**config.mk**
```make
export PLATFORM = sky130hd
export DESIGN_NAME = if_stage
export DESIGN_NICKNAME = d
export VERILOG_FILES = /design/src/rtl/if_stage.sv
export SDC_FILE = /design/constraint.sdc
export NUM_CORES = 1
export LEC_CHECK = 0
export CAP_MARGIN = 20
export CORE_MARGIN = 2
export CORE_UTILIZATION = 50
export CTS_CLUSTER_DIAMETER = 30
export DETAILED_ROUTE_END_ITERATION = 10
export GPL_ROUTABILITY_DRIVEN = 0
export HOLD_SLACK_MARGIN = 0.06
export PLACE_DENSITY = 0.94
export SYNTH_ARGS = -nofsm -noshare
export SYNTH_HDL_FRONTEND = slang
export SYNTH_SLANG_ARGS = --single-unit
```
**constraint.sdc**
```tcl
create_clock -name clock -period 5.05 [get_ports clock]
set_clock_uncertainty 0.15 [all_clocks]
set_input_delay 1.01 -clock clock [delete_from_list [all_inputs] [get_ports clock]]
set_output_delay 1.01 -clock clock [all_outputs]
set_load 0.1 [all_outputs]
```
**src/rtl/if_stage.sv**
```systemverilog
// Instruction fetch stage: owns the PC, drives the instruction memory address and
// loads the IF/ID register. Handles stall, branch redirect and a trap-driven halt.
module if_stage #(
  parameter logic [0:31] RESET_PC  = 32'h00000000,
  parameter logic [0:31] NOP_WORD  = 32'h00000000,
  parameter logic [0:31] TRAP_WORD = 32'h44000300
) (
  input  logic        clock,
  input  logic        reset,
  input  logic        stall,
  input  logic        branch,
  input  logic [0:31] branch_target,
  output logic [0:31] imem_addr,
  input  logic [0:31] imem_data,
  output logic [0:31] instruction_0,
  output logic [0:31] pc_plus4_0,
  output logic        valid_0,
  output logic        halted,
  output logic [0:31] fetch_count
);

  typedef enum logic {RUN, HALT} state_e;

  state_e      state_q, state_d;
  // PC is kept as a word index so the two byte-offset bits are zero by construction.
  logic [0:29] pc_q, pc_d;
  logic [0:31] instr_q, instr_d;
  logic [0:31] pc4_q, pc4_d;
  logic        valid_q, valid_d;
  logic [0:31] count_q, count_d;
  logic [0:29] pc_next_word;

  assign pc_next_word = pc_q + 30'd1;

  // NOTE: every signal written here gets its hold value first, so no path leaves
  // one unassigned and no latch is inferred.
  always_comb begin
    state_d = state_q;
    pc_d    = pc_q;
    instr_d = instr_q;
    pc4_d   = pc4_q;
    valid_d = valid_q;
    count_d = count_q;
    if (branch) begin
      // A redirect squashes whatever was fetched, including a wrong-path trap.
      state_d = RUN;
      pc_d    = branch_target[0:29];
      instr_d = NOP_WORD;
      valid_d = 1'b0;
    end else if (state_q == RUN && !stall) begin
      pc_d    = pc_next_word;
      instr_d = imem_data;
      pc4_d   = {pc_next_word, 2'b00};
      valid_d = 1'b1;
      count_d = count_q + 32'd1;
      if (imem_data == TRAP_WORD) state_d = HALT;
    end
  end

  // NOTE: state registers use non-blocking assignments so every register samples
  // the pre-edge values regardless of statement order.
  always_ff @(posedge clock) begin
    if (reset) begin
      state_q <= RUN;
      pc_q    <= RESET_PC[0:29];
      instr_q <= NOP_WORD;
      pc4_q   <= 32'h00000000;
      valid_q <= 1'b0;
      count_q <= 32'h00000000;
    end else begin
      state_q <= state_d;
      pc_q    <= pc_d;
      instr_q <= instr_d;
      pc4_q   <= pc4_d;
      valid_q <= valid_d;
      count_q <= count_d;
    end
  end

  assign imem_addr     = {pc_q, 2'b00};
  assign instruction_0 = instr_q;
  assign pc_plus4_0    = pc4_q;
  assign valid_0       = valid_q;
  assign halted        = (state_q == HALT);
  assign fetch_count   = count_q;

endmodule

```
Yosys cells after proc, flatten, opt, wreduce, memory -nomap -nowiden
Index checks and enable logic that the tools add are counted.
W data, S select, Z words.
{ "word_totals": {"reg_bits": 126, "out_inout_bits": 130, "wordCells": 19} }
{ "classes": {"addsub": 2, "n_eq_ne": 1, "muxes": 2, "bitwise_logic": 2, "reduce_logical": 6} }
{ "ops": {"columns": ["op", "n"], "rows": [
  ["$mux W30", 2],
  ["$add A32 B1 Y32 const B", 1],
  ["$eq A32 B31 Y1 const B", 1],
  ["$add A30 B1 Y30 const B", 1],
  ["$reduce_and A2 Y1", 2],
  ["$not A1 Y1", 2],
  ["$reduce_bool A2 Y1", 1],
  ["$reduce_or A2 Y1", 1],
  ["$logic_and A1 B1 Y1", 1],
  ["$logic_not A1 Y1", 1]
]} }

Depth between registers and ports, before layout
{ "depth": {"depth_word": 4, "ltp_mapped": 7} }

Worst setup path before layout
Ideal clock, no wire load.
{ "synth_timing": {"kind": "reg2reg", "from": "register pc_q[29] (netlist bit)", "to": "register pc4_q (netlist bit pc_plus4_0[1])", "arrival_ps": 2722, "t_required_ps": 4820, "setup_slack_ps": 2098, "path_stages_with_launch": 8, "n_path_buf": 1, "cell_sequence": "dfxtp_1 -> ha_1 -> clkbuf_1 -> inv_1 -> or4_1 -> nor3_1 -> xnor2_1 -> a211oi_2"} }
{ "synth_via": {"elab_chain_len": 1} }
{ "synth_lines": {"columns": ["element", "line", "rtl"], "rows": [
  ["start: declaration", "26", "logic [0:29] pc_q, pc_d;"],
  ["start signal: assignment", "65", "pc_q <= RESET_PC[0:29];"],
  ["start signal: assignment", "72", "pc_q <= pc_d;"],
  ["$add A30 B1 Y30", "33", "assign pc_next_word = pc_q + 30'd1;"],
  ["end signal: assignment", "74", "pc4_q <= pc4_d;"],
  ["end: declaration", "28", "logic [0:31] pc4_q, pc4_d;"]
]} }
No other way between the ends.
A chain may end at the register's enable or synchronous reset.

Final worst setup path
{ "layout_timing": {"from": "input stall", "to": "register pc4_q (netlist bit pc_plus4_0[7])"} }
{ "layout_via": {"elab_chain_len": 3} }
{ "layout_lines": {"columns": ["element", "line", "rtl"], "rows": [
  ["start: declaration", "10", "input logic stall,"],
  ["$logic_not A1 Y1", "50", "end else if (state_q == RUN && !stall) begin"],
  ["$logic_and A1 B1 Y1", "50", null],
  ["$reduce_and A2 Y1 (no source line)", null, null]
]} }
No other way between the ends.

==> results.sh <==
export IMPL_status="finished, final reports clean"
export IMPL_clk_pin_slew_ps=50
export IMPL_syn_area_per_cell_um2=8.20
export IMPL_postCtsSetupRepairBufs=0
export IMPL_cts_tree="built"
export IMPL_top_layer="met4"
export IMPL_dr_wl_met3_um=1710
export IMPL_tns_ps=0
export IMPL_grt_pass1_vias=5616
export IMPL_hold_buffers=0
export IMPL_crit_slowest_cell="or2_2"
export IMPL_leakagePower_nw=2.82
export IMPL_ys_seq_elements=126
export IMPL_first_pass_iters=6
export IMPL_wl_met2_um=8230
export IMPL_num_nets_final=954
export IMPL_clock_sinks=126
export IMPL_root_buffer="clkbuf_16"
export IMPL_fin_total_pwr_w=0.00282
export IMPL_drc=0
export IMPL_cp_end_kind="register"
export IMPL_io_pins=198
export IMPL_first_iter_violations=564
export IMPL_syn_area_mm2=0.00590
export IMPL_via_count=5928
export IMPL_hold_slack_ps=304
export IMPL_min_period_over_period_pct=66.3
export IMPL_critPathLaunchType="input pin"
export IMPL_antenna_found_initial=0
export IMPL_synthCells=720
export IMPL_dieArea_mm2=0.0127
export IMPL_final_max_slew_viol_count=0
export IMPL_finalHoldViolCount=0
export IMPL_core_area_mm2=0.0115
export IMPL_ir_drop_mv=0.282
export IMPL_drt_met1_wl_um=7140
export IMPL_grt_total_usage_pct=27.7
export IMPL_synth_area_leaders="dfxtp_1, nand2_1, xnor2_1, nor2_1, xor2_1"
export IMPL_synth_top_area_cell="dfxtp_1"
export IMPL_yosysSeqAreaShare_pct=42.7
export IMPL_setup_viol=0
export IMPL_ys_warn_count=0
export IMPL_critPathKind="input pin to register"
export IMPL_cp_max_fo=56
export IMPL_insertion_delay_ps=410
export IMPL_gr_total_overflow=0
export IMPL_cp_slowest_stage_delay_ps=700
export IMPL_clockBufferDepth=2
export IMPL_cap_violations=0
export IMPL_synth_distinct_cells=44
export IMPL_rows=39
export IMPL_max_slew_margin_pct=29.7
export IMPL_vias_per_cell=5.71
export IMPL_fin_crit_ps=3350
export IMPL_rsz0062_at_grt="no"
export IMPL_synth_top_area_share_pct=42.7
export IMPL_fmaxAchievable_mhz=298
export IMPL_die_y_um=113
export IMPL_antenna_cells=0
export IMPL_wire_per_inst_um=17.0
export IMPL_drive_above_1_share_pct=5.58
export IMPL_hp_class="register to register"
export IMPL_cts_max_level=4
export IMPL_grt_max_degree=57
export IMPL_crit_chain="clkdlybuf4s50_1, or2_2, nor2_4, buf_4, nor2_1, a211oi_1"
export IMPL_cts_inserted_buffers=17
export IMPL_area_growth_pct=41.9
export IMPL_start_util_pct=51.5
export IMPL_port_buffers=191
export IMPL_tightest_slew_ps=1050
export IMPL_routed_wl_um=17600
export IMPL_ctsResizeCount=0
export IMPL_dp_hpwl_um=12400
export IMPL_required_ps=5220
export IMPL_critical_path_arrival_ps=3520
export IMPL_grt_pass1_wl_um=28200
export IMPL_die_x_um=113
export IMPL_p_per_area_mw_per_mm2=337
export IMPL_antenna_left=0
[worst paths after layout]
check	start	to	slack, ps	cells past startpoint
max	stall	pc_plus4_0[7]	1700	6
min	instruction_0[8]	instruction_0[8]	300	2
max reg2reg	halted	pc_plus4_0[7]	2420	5
min reg2reg	instruction_0[8]	instruction_0[8]	300	2
[where the power goes]
part           internal [W]  switching [W]
sequential          0.00104      0.0000494
clock              0.000735       0.000425
combinational      0.000155       0.000419
[Yosys cell counts]
cell and count:
buf_1 1, or3_1 7, dfxtp_1 126, inv_1 4, ha_1 2, a211oi_2 1
clkbuf_1 39, o31ai_1 2, nor4b_4 1, a311oi_1 6, xnor2_1 42, a31oi_1 1
buf_2 9, nand3_1 32, o21ba_2 1, buf_6 1, clkinv_1 1, and4_1 9
or2_2 2, nor4_2 2, or4b_4 1, nor3_2 1, nor4_4 2, xor2_1 37
nand4_1 27, buf_4 4, nor4b_1 3, nand3_2 1, nor3_1 10, nand3b_1 2
o21ai_0 9, nand4_4 1, conb_1 1, and2_1 5, and4bb_2 1, or4_1 5
o21a_1 2, and3_1 6, nor2_1 93, nand2_1 114, nor4_1 18, a21oi_1 48
and2_0 1, a211oi_1 39
[area by class of cell]
class | instances | area, µm²
clock buffer | 25 | 505
clock inverter | 6 | 57.6
fill | 810 | 3090
inverter | 5 | 18.8
multi-input combinational | 538 | 3150
sequential | 126 | 2520
tap | 143 | 179
timing repair buffer | 196 | 1940
[state kept, by name, summed over array words and instances, names as in the netlist]
| signal | cells |
|---|---|
| halted | 1 |
| pc_plus4_0 | 30 |
| fetch_count | 32 |
| valid_0 | 1 |
| instruction_0 | 32 |
| pc_q | 30 |
[logic make-up (layout without fill, tap and decap cells)]
group           Yosys count  after routing  share of synthesized area, %
simple gates            344            344                          29.1
compound gates          109            109                          11.7
fa+ha+maj                 2              2                         0.424
flops                   126            126                          42.7
buf+inv                  59            232                          4.32
xor+xnor                 79             79                          11.7
other cells               1              4                        0.0635
[layer usage]
layer / GRT usage [%] / vias up
met2: 42.8 / 290
li1: - / 2831
met4: 14.2 / 0
met3: 9.50 / 51
met5: 0 / -
met1: 34.3 / 2756
[layout by cell type, fill, tap and decap left out, types with 10 or more instances in the layout]
cell type,Yosys,routed
nand2_1,114,114
nand4_1,27,27
clkdlybuf4s50_1,0,190
nor2_1,93,91
xnor2_1,42,42
nand3_1,32,32
a211oi_1,39,39
dfxtp_1,126,126
nor4_1,18,18
xor2_1,37,37
a21oi_1,48,48
clkbuf_16,0,17
nor3_1,10,10
[stage by stage]
stage                     setup slack [ps]  instance area (µm²)  instances  util (%)
after floorplan                       2100                 5920        723         -
after global placement                1400                 7820       1008      68.2
after detailed placement              1340                 7820       1008      68.2
after CTS                             1710                 8380       1039      73.1
after global routing                  1570                 8380       1039      73.1
final                                 1700                 8380       1039      73.1
[critical path: cells and delay by family]
family | cells | cell delay [ps]
buf+inv | 2 | 1050
compound gates | 1 | 270
simple gates | 3 | 1160
Note: power is estimated with default switching activity, not from simulation.
